[src/rtl/floor_request_queue.sv]
// Elevator floor request queue: button sync/debounce, press latch,
// FCFS request FIFO and dispatch/travel/dwell/halt sequencing.
module floor_request_queue #(
    parameter int DB_COUNT    = 1000000,
    parameter int DB_W        = 20,
    parameter int ARRIVE_HOLD = 50000000,
    parameter int HOLD_W      = 26
) (
    input  logic       clk,
    input  logic       rst_n,
    input  logic [3:0] btn,
    input  logic [3:0] cur_floor,
    input  logic       emergency_stop,
    output logic [3:0] target,
    output logic [3:0] pending,
    output logic       busy,
    output logic [2:0] q_count
);

    typedef enum logic [2:0] {
        S_IDLE,
        S_DISPATCH,
        S_TRAVEL,
        S_ARRIVED,
        S_HALT
    } state_e;

    localparam logic [DB_W-1:0]   DB_MAX    = DB_W'(DB_COUNT - 1);
    localparam logic [HOLD_W-1:0] HOLD_LOAD = HOLD_W'(ARRIVE_HOLD - 1);

    logic [3:0]        sync1_q, sync2_q, lvl_q;
    logic [DB_W-1:0]   cnt_q [4];
    logic [3:0]        latch_q, latch_d;
    logic [3:0]        pending_q, pending_d;
    logic [2:0]        count_q, count_d;
    logic [1:0]        fifo_q [4];
    logic [1:0]        wr_q, rd_q;
    state_e            state_q, ret_q;
    logic [3:0]        target_q;
    logic [HOLD_W-1:0] dwell_q;

    logic [3:0] press, avail, sel_oh;
    logic [1:0] sel_idx;
    logic       sel_vld, here_drop, push, pop, arrive;

    // Two-flop synchroniser on the raw buttons
    always_ff @(posedge clk or negedge rst_n) begin
        if (!rst_n) begin
            sync1_q <= '0;
            sync2_q <= '0;
        end else begin
            sync1_q <= btn;
            sync2_q <= sync1_q;
        end
    end

    // Debounce: level follows only after DB_COUNT cycles of disagreement
    always_ff @(posedge clk or negedge rst_n) begin
        if (!rst_n) begin
            lvl_q <= '0;
            for (int i = 0; i < 4; i++) cnt_q[i] <= '0;
        end else begin
            for (int i = 0; i < 4; i++) begin
                if (sync2_q[i] == lvl_q[i]) begin
                    cnt_q[i] <= '0;
                end else if (cnt_q[i] == DB_MAX) begin
                    cnt_q[i] <= '0;
                    lvl_q[i] <= sync2_q[i];
                end else begin
                    cnt_q[i] <= cnt_q[i] + 1'b1;
                end
            end
        end
    end

    // Press pulse coincides with the debounced level about to rise
    always_comb begin
        press = '0;
        for (int i = 0; i < 4; i++) begin
            press[i] = sync2_q[i] & ~lvl_q[i] & (cnt_q[i] == DB_MAX);
        end
    end

    // Accept the lowest latched press, decide push/pop and next counts
    always_comb begin
        avail   = latch_q | press;
        sel_idx = '0;
        for (int i = 3; i >= 0; i--) begin
            if (avail[i]) sel_idx = 2'(i);
        end
        sel_vld   = |avail;
        sel_oh    = 4'b0001 << sel_idx;
        latch_d   = sel_vld ? (avail & ~sel_oh) : avail;
        here_drop = (state_q == S_IDLE) && (count_q == 3'd0)
                    && (cur_floor == sel_oh);
        push      = sel_vld && !pending_q[sel_idx] && !here_drop;
        pop       = (state_q == S_DISPATCH);
        arrive    = (state_q == S_TRAVEL) && !emergency_stop
                    && (cur_floor == target_q);
        pending_d = pending_q | (push ? sel_oh : 4'b0000);
        pending_d = pending_d & ~(arrive ? target_q : 4'b0000);
        count_d   = count_q + {2'b00, push} - {2'b00, pop};
    end

    // Request FIFO storage and pointers
    always_ff @(posedge clk or negedge rst_n) begin
        if (!rst_n) begin
            for (int i = 0; i < 4; i++) fifo_q[i] <= '0;
            wr_q      <= '0;
            rd_q      <= '0;
            latch_q   <= '0;
            pending_q <= '0;
            count_q   <= '0;
        end else begin
            if (push) begin
                fifo_q[wr_q] <= sel_idx;
                wr_q         <= wr_q + 1'b1;
            end
            if (pop) rd_q <= rd_q + 1'b1;
            latch_q   <= latch_d;
            pending_q <= pending_d;
            count_q   <= count_d;
        end
    end

    // Dispatch / travel / dwell / halt sequencing with registered target
    always_ff @(posedge clk or negedge rst_n) begin
        if (!rst_n) begin
            state_q  <= S_IDLE;
            ret_q    <= S_IDLE;
            target_q <= '0;
            dwell_q  <= '0;
        end else begin
            unique case (state_q)
                S_IDLE: begin
                    target_q <= '0;
                    if (count_q != 3'd0) state_q <= S_DISPATCH;
                end
                S_DISPATCH: begin
                    target_q <= 4'b0001 << fifo_q[rd_q];
                    state_q  <= S_TRAVEL;
                end
                S_TRAVEL: begin
                    if (emergency_stop) begin
                        ret_q   <= S_TRAVEL;
                        state_q <= S_HALT;
                    end else if (arrive) begin
                        dwell_q <= HOLD_LOAD;
                        state_q <= S_ARRIVED;
                    end
                end
                S_ARRIVED: begin
                    if (emergency_stop) begin
                        ret_q   <= S_ARRIVED;
                        state_q <= S_HALT;
                    end else if (dwell_q == '0) begin
                        if (count_q != 3'd0) begin
                            state_q <= S_DISPATCH;
                        end else begin
                            target_q <= '0;
                            state_q  <= S_IDLE;
                        end
                    end else begin
                        dwell_q <= dwell_q - 1'b1;
                    end
                end
                S_HALT: begin
                    if (!emergency_stop) state_q <= ret_q;
                end
                default: state_q <= S_IDLE;
            endcase
        end
    end

    assign target  = target_q;
    assign pending = pending_q;
    assign busy    = (state_q != S_IDLE);
    assign q_count = count_q;

endmodule

[config.mk]
export PLATFORM = sky130hd
export DESIGN_NAME = floor_request_queue
export DESIGN_NICKNAME = d
export VERILOG_FILES = /design/src/rtl/floor_request_queue.sv
export SDC_FILE = /design/constraint.sdc
export NUM_CORES = 1
export LEC_CHECK = 0
export CAP_MARGIN = 0
export CORE_MARGIN = 1.5
export CORE_UTILIZATION = 61
export CTS_CLUSTER_SIZE = 20
export DETAILED_ROUTE_END_ITERATION = 10
export GPL_TIMING_DRIVEN = 0
export PLACE_DENSITY = 0.79
export SETUP_SLACK_MARGIN = 0.5
export SKIP_LAST_GASP = 1
export SLEW_MARGIN = 0
export SYNTH_ARGS = -nofsm -noshare
export SYNTH_HDL_FRONTEND = slang
export SYNTH_SLANG_ARGS = --single-unit
[constraint.sdc]
create_clock -name clk -period 4.2 [get_ports clk]
set_input_delay 0.84 -clock clk [delete_from_list [all_inputs] [get_ports clk]]
set_output_delay 0.84 -clock clk [all_outputs]
set_load 0.005 [all_outputs]
==> results of run 1 <==
[synthesized netlist by cell type, drive strengths merged, types with 4 or more instances]
cell type / number
nand2: 73
nor2: 118
inv: 30
or3: 17
nor3: 12
and4: 4
clkbuf: 17
ha: 15
nor4b: 6
dfrtp: 150
o21ai: 19
nand2b: 13
and3: 26
nor4: 9
a22o: 5
nand4: 9
nand3: 30
mux2: 5
a31oi: 7
xnor2: 42
a21oi: 30
xor2: 50
[cell families after synthesis]
logic type,Yosys count,synth area share (%)
compound gates,81,7.26
xor+xnor,92,11.0
fa+ha+maj,16,2.85
buf+inv,49,2.64
flops,150,51.5
mux,8,1.63
other cells,1,0.0514
simple gates,335,23.1
[per-stage QoR]
stage	util [%]	power, uW
after global routing	73.8	4450
after global placement	66.8	2650
after detailed placement	67.1	2710
final	73.8	4230
after CTS	72.8	4230
after floorplan	-	2420
[how the worst max path moves through the flow]
stage / endpoint / slack (ns)
6_report: q_count[2] / 0.60
4_1_cts: q_count[2] / 0.51
2_1_floorplan: q_count[2] / 0.69
5_1_grt: q_count[2] / 0.45
3_5_place_dp: q_count[2] / 0.27
3_3_place_gp: cnt_q[22] / -3.51
[what timing repair did]
action | CTS | global route
setup buffers | 3 | 8
setup endpoints to repair | 2 | 3
resized for setup | 7 | 12
pin swaps | 4 | 8
[power groups by stage]
stage / sequential [uW] / combinational (uW) / clock, uW
detailed placement: 1870 / 833 / 0
global placement: 1860 / 788 / 0
CTS: 1850 / 845 / 1530
global route: 1890 / 967 / 1590
floorplan: 1820 / 591 / 0
finish: 1860 / 866 / 1510
[flip-flops by register name (all words and copies together), names as in the netlist]
register,cells
cnt_q,80
dwell_q,26
fifo_q,8
latch_q,4
lvl_q,4
pending,4
q_count,3
rd_q,2
ret_q,2
state_q,3
sync1_q,4
sync2_q,4
target,4
wr_q,2
[layer usage]
layer,share of wire [%],vias up,global-route usage [%]
li1,-,2601,-
met1,45,2697,32.9
met2,49,115,40.8
met3,4.0,21,7.13
met4,1.6,0,8.61
met5,0,-,0
[cell type report]
cell class	count	area (um^2)	share of cell area, %
Buffer	19	81.3	0.956
Timing Repair Buffer	34	332	3.90
Clock inverter	14	154	1.81
Clock buffer	18	439	5.16
Sequential cell	150	3750	44.2
Multi-Input combinational cell	533	3450	40.6
Tap cell	143	179	2.10
Inverter	30	113	1.32
[worst max-delay path: stages (launching register included)]
cell and delay (ns):
dfrtp_1 0.40, or4_4 0.55, nor4_4 0.39, buf_4 0.18, a32oi_1 0.09, mux2i_1 0.19, o211ai_1 0.13, a31oi_2 0.22
buf_6 0.14, inv_1 0.05, ha_1 0.28, inv_1 0.06, ha_1 0.13, inv_1 0.05, fa_2 0.35, xnor2_2 0.14
xnor2_1 0.12
==> run_results.csv, run 1 <==
group,metric,value,unit
status,status,"finished with violations",
status,violations,"DRC",
min_path,hold_end,"sync2_q[3]",
global_routing,grt_start_max_net_pins,79,
timing,rsz0062_at_grt,"no",
synth,synthTopCellsByArea,"dfrtp_1 (51%), nor2_1 (6.0%), xor2_1 (6.0%)",
clocking,cts-root-buf,"clkbuf_16",
placement,dp_cells,898,
timing,max_freq,278,MHz
final_layout,drive_above_1_share,9.90,%
final_layout,final_nets,812,
synth,synth_top_area_cell,"dfrtp_1",
clocking,numClockSinks,150,
timing,tns,0,ns
die,die_w,112,um
global_routing,grt_pass1_vias,5371,
die,rows,39,
timing,finalHoldViolations,0,
synth,syn_inst,732,
clocking,cts_tree,"yes",
synth,yosys_warnings,0,
power,clkPwrFrac,35.6,%
timing,min_period,3.60,ns
setup_path,r2r_slack,0.60,ns
setup_path,crit_fanout,3,
setup_path,crit_start,"cnt_q[11]",
timing,fin_hold_ws,0.348,ns
final_layout,syn_to_final_growth,16.6,%
die,die_area,0.0126,mm^2
die,start_util,63.3,%
final_layout,fillers,786,
power,p_seq_share,44.0,%
synth,syn-mean-instance-area,9.97,um^2
power,p_int,2950,uW
timing,tightest_slew,0.659,ns
placement,place_ws,0.274,ns
routing,drc_errors,1,
placement,dp_hpwl,10100,um
power,pwr_density_cell,498,mW/mm^2
synth,synthArstFlopShare,100,%
timing,relSlewSlack,56.0,%
synth,synthFlopType,"dfrtp_1",
global_routing,grt_pass1_wl,25200,um
timing,fin_worst_skew,0.00736,ns
setup_path,worstPathArrival,3.90,ns
synth,syn-cell-area,0.00729,mm^2
final_layout,layout_commonest_cell,"dfrtp_1",
clocking,cts-htree-levels,4,
power,power_switching,1280,uW
synth,synth-seq-cells,150,
routing,ant_nets,0,
clocking,hold_buffers,0,
setup_path,critPathRequiredTime,4.51,ns
placement,gp_congestion,0.819,
placement,port_buffers,22,
routing,drt_pass1_iterations,8,
synth,synth.distinct_cells,66,
routing,num_vias,5434,
min_path,worstHoldStart,"sync1_q[3]",
clocking,clk_pin_slew,0.06,ns
setup_path,r2r_end,"q_count[2]",
synth,synth.top_cell.area_share,51.5,%
synth,ys_seq_area_share,51.5,%
timing,period_share,85.6,%
routing,viasPerCell,5.77,
routing,drtIter0Drc,281,
setup_path,rr_worst_depth,16,
placement,place_area,0.00772,mm^2
clocking,clock_path_buffers,2,
clocking,cts_made_buffers,17,
synth,synth_fp_nets,759,
die,io_pins,23,
global_routing,grt_overflow,0,
timing,setup_viol,0,
setup_path,crit_path_start_kind,"flip-flop",
global_routing,grtUsageTotal,25.1,%
flow_run,drv_cap,0,
power,comb_power_share,20.4,%
synth,synth_edf_count,0,
setup_path,crit_type,"reg2reg",
die,die_h,112,um
final_layout,fin_cells,941,
min_path,min_path_cells,0,
power,peakVddDrop,0.384,mV
min_path,hold_path_class,"reg2reg",
setup_path,reg2reg_from,"cnt_q[11]",
routing,wl,14800,um
power,switching_share,30.2,%
setup_path,end_kind,"flip-flop",
timing,final.setup.worst_slack,0.604,ns
final_layout,num_antenna_cells,0,
routing,detail_route.wl_per_cell,15.7,um
die,core,0.0115,mm^2
final_layout,final_cell_mix,"dfrtp_1 (149), nor2_1 (117), nand2_1 (71)",
timing,final_max_slew_viol_count,0,
clocking,clock_latency,0.43,ns
power,power.leakage,0.00381,uW
global_routing,antenna_found_initial,0,
final_layout,stdcell_area,0.00850,mm^2
(Power assumes the default switching activity.)
==> run 2, diff against run 1 <==
Settings changed: ABC_AREA set to 1, CORE_UTILIZATION 61 to 62, PLACE_DENSITY 0.79 to 0.8.
==> run 2 against run 1 <==
Net effect: the run now ends clean; sequential power fell by 4%; critical endpoint unchanged; worst setup slack improved by 0.50 ns; worst hold slack got worse by 0.00086 ns.
==> run_results.csv, run 2 <==
group,metric,value,unit
synth,synth_top_area_cell,"dfrtp_1",
synth,synthTopCellsByCount,"nand2_1 (151), dfrtp_1 (150), nor2_1 (148)",
min_path,hold_path_class,"reg2reg",
global_routing,antenna_found_initial,0,
final_layout,layout_commonest_cell,"nand2_1",
clocking,clock_latency,0.42,ns
power,switching_share,30.4,%
synth,muxShareOfSynthArea,0,%
synth,synthTopCellsByArea,"dfrtp_1 (48%), nand2_1 (7.2%), nor2_1 (7.0%)",
setup_path,crit_path_start_kind,"flip-flop",
timing,tightest_slew,0.742,ns
final_layout,largest_reg_flops,80,
synth,synth.top_cell.area_share,47.6,%
global_routing,grtUsageTotal,25.6,%
timing,final.setup.worst_slack,1.11,ns
synth,synth.distinct_cells,54,
global_routing,grt_pass1_vias,6188,
timing,fin_worst_skew,0.00559,ns
synth,synthFlopType,"dfrtp_1",
timing,min_period,3.09,ns
clocking,clock_path_buffers,2,
die,rows,41,
synth,ys_seq_area_share,47.6,%
synth,synth_top_family_by_area,"simple AND/OR/NAND/NOR gates",
die,start_util,63.0,%
clocking,numClockSinks,150,
power,pwr_density_cell,499,mW/mm^2
setup_path,crit_type,"reg2reg",
routing,detail_route.wl_per_cell,12.9,um
clocking,post_cts_buffers,0,
synth,synthAdderAreaFrac,2.63,%
power,power.leakage,0.00418,uW
timing,final_max_slew_viol_count,0,
timing,tns,0,ns
die,die_w,116,um
placement,gp_congestion,0.867,
final_layout,syn_to_final_growth,14.5,%
power,clkPwrFrac,38.3,%
final_layout,final_cell_mix,"nand2_1 (151), dfrtp_1 (150), nor2_1 (148)",
power,power_switching,1370,uW
synth,yosys.area_share.simple,29.4,%
final_layout,top_regs,"cnt_q (80), dwell_q (26), fifo_q (8)",
setup_path,rr_worst_depth,18,
synth,synth_fp_nets,992,
clocking,cts_tree,"yes",
power,p_int,3130,uW
timing,max_freq,323,MHz
setup_path,crit_chain,"ha_1 -> nand3_1 -> nor2_1 -> nand4_1 -> nand2_2 -> nor2_1 -> nand3_2 -> nand2_1 -> inv_1 -> nor2_1 -> nand3_4 -> nand2_2 -> ha_1 -> inv_1 -> ha_1 -> inv_1 -> fa_1 -> xnor2_1",
routing,ant_nets,0,
synth,synth_edf_count,0,
synth,syn_inst,965,
synth,synth_compound_area_share,9.50,%
setup_path,slowest_delay,0.40,ns
die,core,0.0125,mm^2
power,finalPower,4510,uW
clocking,clk_pin_slew,0.06,ns
setup_path,crit_fanout,9,
die,die_area,0.0134,mm^2
synth,yosys_warnings,0,
timing,relSlewSlack,50.1,%
placement,place_ws,1.03,ns
synth,syn-cell-area,0.00789,mm^2
routing,drc_errors,0,
clocking,cts-htree-levels,4,
timing,finalHoldViolations,0,
global_routing,grt_pass1_wl,27300,um
die,die_h,116,um
timing,setup_viol,0,
power,comb_power_share,22.1,%
synth,synthArstFlopShare,100,%
final_layout,largest_register,"cnt_q",
synth,synth.most_common_cell,"nand2_1",
flow_run,drv_cap,0,
setup_path,slowest_stage,"dfrtp_1",
final_layout,num_antenna_cells,0,
routing,drt_pass1_iterations,5,
routing,num_vias,6355,
routing,drtIter0Drc,412,
power,p_seq_share,39.5,%
clocking,cts-root-buf,"clkbuf_16",
setup_path,end_kind,"flip-flop",
synth,synth-seq-cells,150,
timing,fin_hold_ws,0.347,ns
final_layout,fillers,982,
final_layout,fin_util,72.1,%
routing,wl,15400,um
clocking,ctsResizeCount,0,
final_layout,final_nets,1034,
min_path,min_path_cells,0,
global_routing,grt_overflow,0,
setup_path,critPathRequiredTime,4.51,ns
power,peakVddDrop,0.372,mV
global_routing,grt_start_max_net_pins,90,
clocking,hold_buffers,0,
timing,period_share,73.7,%
die,io_pins,23,
timing,rsz0062_at_grt,"no",
status,status,"completed",
synth,syn-mean-instance-area,8.17,um^2
routing,viasPerCell,5.33,
setup_path,worstPathArrival,3.41,ns
clocking,cts_made_buffers,17,
final_layout,drive_above_1_share,10.9,%
placement,port_buffers,22,
synth,synthXorXnorAreaFrac,3.33,%
placement,dp_hpwl,10900,um
-- run 2: worst paths after layout --
kind                            slack (ns)  startpoint     endpoint
worst max-delay path                  1.11   cnt_q[60]   q_count[2]
worst min-delay path                  0.35  sync1_q[0]   sync2_q[0]
worst max register to register        1.11   cnt_q[60]   q_count[2]
worst min register to register        0.35  sync1_q[0]   sync2_q[0]
max in group asynchronous             3.00       rst_n  dwell_q[17]
min in group asynchronous             0.38       rst_n     cnt_q[3]
-- run 2: routing by layer --
layer  GRT usage, %  up-vias  wire length (um)
met4           7.97        0               214
met3           5.86       22               537
met2           42.9      127              7430
met5              0        -                 0
met1           33.3     2978              7220
li1               -     3228                 -
-- run 2: final cells by class --
| cell class | instances | area (um^2) | share of cell area [%] |
|---|---|---|---|
| inverters | 145 | 549 | 6.08 |
| flip-flops and latches | 150 | 3750 | 41.6 |
| multi-input cells | 663 | 3540 | 39.2 |
| clock buffers | 17 | 425 | 4.71 |
| clock inverters | 15 | 251 | 2.79 |
| well taps | 172 | 215 | 2.38 |
| plain buffers | 7 | 43.8 | 0.485 |
| repair buffers | 23 | 249 | 2.76 |
-- run 2: logic make-up after synthesis --
logic type                 count (synthesis)
buffers and inverters                    152
adders and majority gates                 16
and+or+nand+nor                          485
other                                      1
DFF                                      150
AOI/OAI and AO/OA                        131
xor gates and xnor gates                  30
-- run 2: power by group through the flow --
stage	Sequential [uW]	Clock, uW	Combinational (uW)
2_1_floorplan	1770	0	701
3_3_place_gp	1800	0	959
3_5_place_dp	1800	0	984
4_1_cts	1780	1750	997
5_1_grt	1810	1810	1150
6_report	1780	1730	998
-- run 2: worst max-delay path, delay by kind of cell, from the launching register on --
family	cells	cell delay, ns
xor+xnor	1	0.13
fa+ha+maj	4	0.96
buf+inv	3	0.14
flops	1	0.40
simple gates	10	1.33
-- run 2: per-stage QoR --
stage	cell area, um^2	instances
after floorplan	7890	965
after global placement	8320	1159
after detailed placement	8350	1160
after CTS	9030	1192
after global routing	9030	1192
final	9030	1192
==> run 3, diff against run 2 <==
Clock period 4.2 ns to 2.89 ns, I/O delays scaled along.
==> run 3 against run 2 <==
Net effect: combinational power is 56% higher; sequential cell count stayed put; largest cell class unchanged; critical path type unchanged; critical path depth is 1 higher.
==> run_results.csv, run 3 (same netlist as run 2, synthesis figures left out) <==
group,metric,value,unit
setup_path,crit_fanout,5,
final_layout,syn_to_final_growth,18.4,%
routing,drt_pass1_iterations,5,
die,die_w,116,um
setup_path,crit_chain,"ha_4 -> nand3_4 -> nor2_2 -> nand4_1 -> nand2_2 -> inv_2 -> nand2_1 -> nand2_1 -> nand2_1 -> nand3_1 -> nand2_2 -> nand3_4 -> nand2_4 -> ha_4 -> inv_2 -> ha_4 -> inv_2 -> fa_2 -> inv_1",
die,start_util,63.0,%
routing,detail_route.wl_per_cell,14.0,um
flow_run,drv_cap,0,
setup_path,end_kind,"flip-flop",
setup_path,crit_path_start_kind,"flip-flop",
final_layout,final_cell_mix,"dfrtp_1 (149), nand2_1 (145), nor2_1 (135)",
placement,port_buffers,22,
setup_path,worstPathArrival,3.20,ns
status,status,"completed",
final_layout,fin_cells,1217,
setup_path,slowest_delay,0.50,ns
final_layout,largest_register,"cnt_q",
global_routing,antenna_found_initial,1,
clocking,cts-root-buf,"clkbuf_16",
clocking,clk_pin_slew,0.06,ns
placement,dp_cells,1160,
placement,dp_hpwl,11500,um
die,core,0.0125,mm^2
timing,relSlewSlack,36.5,%
final_layout,final_nets,1059,
timing,max_freq,347,MHz
power,power.leakage,0.00430,uW
timing,final_max_slew_viol_count,0,
routing,num_vias,6652,
global_routing,grt_pass1_wl,28200,um
global_routing,grt_start_max_net_pins,81,
routing,ant_nets,0,
die,rows,41,
die,die_h,116,um
routing,viasPerCell,5.47,
final_layout,fin_util,74.6,%
clocking,clock_latency,0.43,ns
final_layout,drive_above_1_share,16.2,%
timing,period_share,99.7,%
placement,gp_congestion,0.923,
clocking,cts_tree,"yes",
clocking,cts_made_buffers,17,
clocking,numClockSinks,150,
global_routing,grt_overflow,0,
power,peakVddDrop,0.565,mV
timing,setup_viol,0,
setup_path,critPathRequiredTime,3.21,ns
global_routing,grt_pass1_vias,6293,
die,die_area,0.0134,mm^2
final_layout,top_regs,"cnt_q (80), dwell_q (26), fifo_q (8)",
setup_path,crit_type,"reg2reg",
final_layout,fillers,953,
clocking,cts-htree-levels,4,
timing,finalHoldViolations,0,
routing,wl,17000,um
min_path,hold_path_class,"in2async",
final_layout,largest_reg_flops,80,
setup_path,slowest_stage,"fa_2",
final_layout,layout_commonest_cell,"dfrtp_1",
timing,tightest_slew,0.946,ns
clocking,clock_path_buffers,2,
routing,drc_errors,0,
die,io_pins,23,
timing,rsz0062_at_grt,"yes",
routing,drtIter0Drc,412,
global_routing,grtUsageTotal,26.8,%
power,pwr_density_cell,678,mW/mm^2
clocking,hold_buffers,0,
timing,fin_worst_skew,0.00852,ns
timing,min_period,2.88,ns
## run 3: report_power, final
part | leakage [uW] | internal (uW) | total (uW) | switching, uW
logic | 0.00204 | 624 | 1560 | 932
clock network | 0.000286 | 1320 | 2160 | 844
registers | 0.00198 | 2360 | 2610 | 248
total | 0.00430 | 4310 | 6330 | 2020
## run 3: final timing paths
check | start | cells after the start | slack [ns] | endpoint
max reg2reg | cnt_q[21] | 19 | 0.007 | q_count[1]
max | cnt_q[21] | 19 | 0.007 | q_count[1]
min in group clk | sync1_q[0] | 0 | 0.35 | sync2_q[0]
min reg2reg | sync1_q[0] | 0 | 0.35 | sync2_q[0]
max in group asynchronous | rst_n | 2 | 1.93 | cnt_q[20]
min | rst_n | 1 | 0.17 | cnt_q[43]
## run 3: cell type report
type                       count  area, um^2  area share [%]
multi-input combinational    663        3740            40.0
sequential                   150        3750            40.2
tap                          172         215            2.30
clock inverter                 6        65.1           0.696
clock buffer                  25         515            5.52
timing repair buffer          48         454            4.86
antenna                        1        2.50          0.0268
inverter                     145         552            5.91
buffer                         7        43.8           0.469
## run 3: layer usage
layer	vias to the layer above	routed length, um	GRT usage [%]
met5	-	0	0
met4	0	337	9.43
met3	30	684	5.65
met2	139	8440	45.4
met1	3195	7570	34.3
li1	3288	-	-
## run 3: per-stage QoR
step           setup WS, ns  hold slack, ns  TNS (ns)  instance area, um^2  total power [uW]
6_report            0.00724           0.174         0                 9340              6330
5_1_grt             -0.0551           0.246   -0.0692                 9340              6680
4_1_cts              0.0992           0.213         0                 9150              6300
3_5_place_dp         -0.116           0.336    -0.177                 8430              4110
3_3_place_gp          -4.75           0.331   -710.43                 8400              4050
2_1_floorplan         0.277           0.282         0                 7970              3630
## run 3: critical path: cells and delay by family (launching register included)
family,cells,cell delay [ns]
adder cells (fa/ha/maj),4,0.99
buffers and inverters,4,0.20
flip-flops,1,0.39
AND/OR/NAND/NOR,11,1.19
## run 3: repair_timing
action,CTS,global route
setup buffers,12,12
setup endpoints to repair,3,36
resized for setup,12,29
pin swaps,17,23
cloned,0,1
==> RTL edit 1 (config.mk and constraints of run 1) <==
Encoding of `state_e`: now one-hot (5 bits for 5 states).
--- a/src/rtl/floor_request_queue.sv
+++ b/src/rtl/floor_request_queue.sv
@@ -18,10 +18,10 @@
 );
 
-    typedef enum logic [2:0] {
-        S_IDLE,
-        S_DISPATCH,
-        S_TRAVEL,
-        S_ARRIVED,
-        S_HALT
+    typedef enum logic [4:0] {
+        S_IDLE     = 5'b00001,
+        S_DISPATCH = 5'b00010,
+        S_TRAVEL   = 5'b00100,
+        S_ARRIVED  = 5'b01000,
+        S_HALT     = 5'b10000
     } state_e;
 
Formal check against the unedited RTL: no difference found for any inputs over 10 cycles, from zero or initial values and one cycle with rst_n low; not proved beyond that.
==> RTL edit 1 against run 1 <==
- sequential share of layout area is 0.77 points lower
- wire length up 13%
- area after synthesis up 3.1%
- design area rose by 3.8%
- sequential cell count is 3 higher
- critical path depth is 1 higher
- setup slack gained 0.010 ns
- power increased by 1.9%
==> RTL edit 1: results (changes against run 1) <==
The flow ran to the end, and the final reports show no timing, DRC or antenna violations. For the critical path data arrival time, the log shows 3.93 ns (+0.03 ns). The weighted congestion at the end of routability-driven global placement was 0.867 (+5.9%); the final clock skew was 0.00749 ns (+0.000136 ns).

The clock share of power was 36.8% (+1.2 points); the total clock network power was 1.59 mW (+5%). Net count of the mapped netlist: 771 (+1.6%). The worst reg2reg path depth was 17 (+1); the wire length of the first global-routing pass was 26900 um (+6.9%).

The tools report the startpoint of the worst hold path as sync1_q[1]. The met2 capacity usage during global routing came out at 44.0% (+3.2 points). Terminating pin of the worst hold path: sync2_q[1]. The logs give 0.0691 ns (-0.205 ns) for the worst setup timing slack at the placement stage and 33.7% (+0.80 points) for the routing usage on met1.

The placed cell count is 914 (+1.8%). The worst register-to-register path begins at cnt_q[0]. The logs give 741 um (+25%) for the wire length on met3 and 8320 um (+14%) for the met2 wire length.

The family with the most delay on the worst path is adder cells. The global-route met3 utilization is 5.72% (-1.4 points), and the layout cell share with drive strength beyond 1 is 12.4% (+2.5 points). The net switching fraction of the power came out at 29.9% (-0.29 points). The met1 wire length is 7110 um (+7.2%), and the first-pass iteration count of the detailed router is 5 (-3). The logs give 821 (+4.5%) for the fill cell instance count of the final layout and 3830 um^2 (+2.0%) for the register area. The logs give 0.615 ns (+0.0101 ns) for the final worst slack and 10500 um (+3.5%) for the detailed placement HPWL. For the maximum resistive drop on vdd, the log shows 0.000303 V (-21%).

The per-cell routed wire length works out to 17.3 um (+10%). The critical path's slowest cell was sky130_fd_sc_hd__dfrtp_1. The critical-path maximum fanout is 8 (+5). The pin count of the biggest net entering global routing was 101 (+28%). The tools report the number of nets in the layout as 829 (+2.1%). Actual transition at the worst max-transition pin: 0.808 ns (+0.149 ns).
[RTL edit 1: layout make-up]
type,count,area share (%)
multi-input combinational,544,40.8
tap,147,2.08
buffer,19,1.19
clock inverter,11,1.63
clock buffer,21,5.44
sequential,153,43.4
inverter,28,1.19
timing repair buffer,39,4.32
[RTL edit 1: logic make-up (layout without fill, tap and decap cells)]
family	after synthesis	count (layout)	share of synthesized area, %
flip-flops	153	153	50.9
buffers and inverters	47	118	2.74
multiplexers	12	12	2.10
AO/OA/AOI/OAI	87	87	7.77
XOR/XNOR	91	91	10.6
adder cells (fa/ha/maj)	16	16	2.76
AND/OR/NAND/NOR	337	337	23.1
other	1	1	0.0498
[RTL edit 1: what timing repair did]
item | 4_1_cts | 5_1_grt
setup buffers | 5 | 11
gates resized for setup | 10 | 14
cloned | 0 | 0
endpoints found under the hold margin | 0 | 0
pin swaps | 3 | 14
endpoints found under the setup margin | 2 | 2
==> RTL edit 2 (config.mk and constraints of run 1) <==
Without the edit above. Set the parameter `HOLD_W` to 34 (it was 26).
--- a/src/rtl/floor_request_queue.sv
+++ b/src/rtl/floor_request_queue.sv
@@ -5,5 +5,5 @@
     parameter int DB_W        = 20,
     parameter int ARRIVE_HOLD = 50000000,
-    parameter int HOLD_W      = 26
+    parameter int HOLD_W      = 34
 ) (
     input  logic       clk,
Function: no difference found for any inputs over 10 cycles, from zero or initial values and one cycle with rst_n low; that may be too few to reach the edited logic, so the function may still have changed.
==> RTL edit 2 against run 1 <==
- count of clock-buffer cells in the layout rose by 3
- design area increased by 5.7%
- synthesized cell count rose by 3.8%
- cell count is 6.4% higher
- setup slack worse by 0.12 ns
- maximum frequency shrank 3.2%
- area after synthesis rose by 6.0%
- sequential cell count grew 8
- power rose by 0.88%
- sequential share of layout area decreased by 0.13 points
- wire length up 7.0%
- first-iteration DRC count rose by 17%
- critical path type unchanged
- critical endpoint unchanged
- highest routed layer unchanged
==> RTL edit 2: results (changes against run 1) <==
The run finished with clean final reports. Wire length of the first global-routing pass: 27400 um (+8.7%). In the final layout, the registers with the most flip-flops are cnt_q: 80 flops, dwell_q: 34 flops, fifo_q: 8 flops. The weighted congestion at the end of routability-driven global placement is 0.779 (-4.9%). The count of instances resized after the clock tree is built is 6 (-1), and the synthesized area divided by synthesized cell count is 10.2 um^2 (+2.1%). The number of violations reported at the end of detailed-routing iteration 0 was 330 (+17%); the worst slew slack as a fraction of its limit was 33.5% (-23 points).

The first-pass iteration count of the detailed router was 4 (-4); the maximum resistive drop on vdd was 0.000304 V (-21%). The worst reg2reg path depth came out at 14 (-2). The run gives 0.0628 ns (-0.211 ns) as the worst setup timing slack at the placement stage. The count of buffers added by post-CTS timing repair for setup was 13 (+10); the leakage power was 3.89 nW (+2.3%). The smallest hold slack came out at 0.348 ns (+0.000443 ns). The layout cell share with drive strength beyond 1 was 11.3% (+1.4 points).

The number of global-route vias before repair is 5920 (+10%), and the fill cell instance count of the final layout is 894 (+14%). The tools report the number of nets in the layout as 847 (+4.3%). Number of antenna violations at the first check in global routing: 0 (unchanged). The run gives 0.43 ns (about the same) as the latest clock arrival within the worst-skew pair. The tools report the capture instance of the worst register-to-register path as q_count[2]. Number of clock buffers inserted by TritonCTS: 17 (unchanged). The run gives 64 (-3.0%) as the count of distinct cell types in the synthesized netlist. The per-cell via count in the routed design is 5.73 (-0.72%). The tools report the critical path data arrival time as 4.04 ns (+0.14 ns). Net count of the mapped netlist: 787 (+3.7%). In the synthesized netlist, the cells that appear most often are sky130_fd_sc_hd__dfrtp_1 (158), sky130_fd_sc_hd__nor2_1 (113), sky130_fd_sc_hd__nand2_1 (57). Yosys attributes the largest share of cell area to sky130_fd_sc_hd__dfrtp_1 (51%), sky130_fd_sc_hd__nor2_1 (5.5%), sky130_fd_sc_hd__xnor2_1 (5.4%). The per-cell routed wire length is 15.8 um (+0.60%).

The run gives 1001 (+6.4%) as the non-filler instance count after layout. The startpoint of the lowest-slack register-to-register path was cnt_q[30]. The fraction of the yosys area taken by sequential cells was 51.1% (-0.34 points). The detailed placement HPWL is 10600 um (+4.9%), and the pin count of the biggest net entering global routing is 93 (+18%). The setup slack of the worst register-to-register path was 0.49 ns (-0.12 ns). Final clock skew: 0.00701 ns (-0.000347 ns).

The global-route usage over all layers came out at 26.4% (+1.2 points). Classification of the worst setup path: flip-flop to flip-flop. Placed cell count: 951 (+5.9%).
RTL edit 2: worst max path at each step:
| stage | to | slack [ns] | cells past startpoint |
|---|---|---|---|
| final | q_count[2] | 0.49 | 14 |
| after detailed placement | q_count[2] | 0.06 | 14 |
| after floorplan | q_count[2] | 0.48 | 14 |
| after global placement | cnt_q[0] | -3.79 | 1 |
| after CTS | q_count[2] | 0.41 | 14 |
| after global routing | q_count[2] | 0.32 | 14 |
RTL edit 2: metrics by stage:
| stage | cell area (um^2) | setup TNS, ns |
|---|---|---|
| 2_1_floorplan | 7740 | 0 |
| 3_3_place_gp | 8170 | -596.70 |
| 3_5_place_dp | 8200 | 0 |
| 4_1_cts | 8910 | 0 |
| 5_1_grt | 8990 | 0 |
| 6_report | 8990 | 0 |
RTL edit 2: kinds of logic after synthesis:
kind of cell	Yosys count	synth area share (%)
adder cells (fa/ha/maj)	16	2.69
flip-flops	158	51.1
XOR/XNOR	90	10.2
buffers and inverters	47	2.28
AO/OA/AOI/OAI	88	8.06
other	1	0.0485
multiplexers	13	2.18
AND/OR/NAND/NOR	347	23.4
RTL edit 2: per-layer routing:
metal  up-vias  wire, um  track usage [%]
li1       2736         -                -
met1      2881      6830             33.2
met2        90      7960             43.8
met3        32       651             6.69
met4         0       337             10.9
met5         -         0                0
RTL edit 2: where the power goes:
part / switching [mW] / total, mW / internal (mW)
logic: 0.451 / 0.817 / 0.365
clock network: 0.616 / 1.53 / 0.915
registers: 0.194 / 1.92 / 1.73
RTL edit 2: layout make-up:
class / count / share of cell area [%]
plain buffers: 20 / 0.835
flip-flops and latches: 158 / 44.0
clock buffers: 21 / 5.23
clock inverters: 11 / 1.28
multi-input cells: 555 / 40.9
inverters: 27 / 1.13
repair buffers: 41 / 4.27
well taps: 168 / 2.34
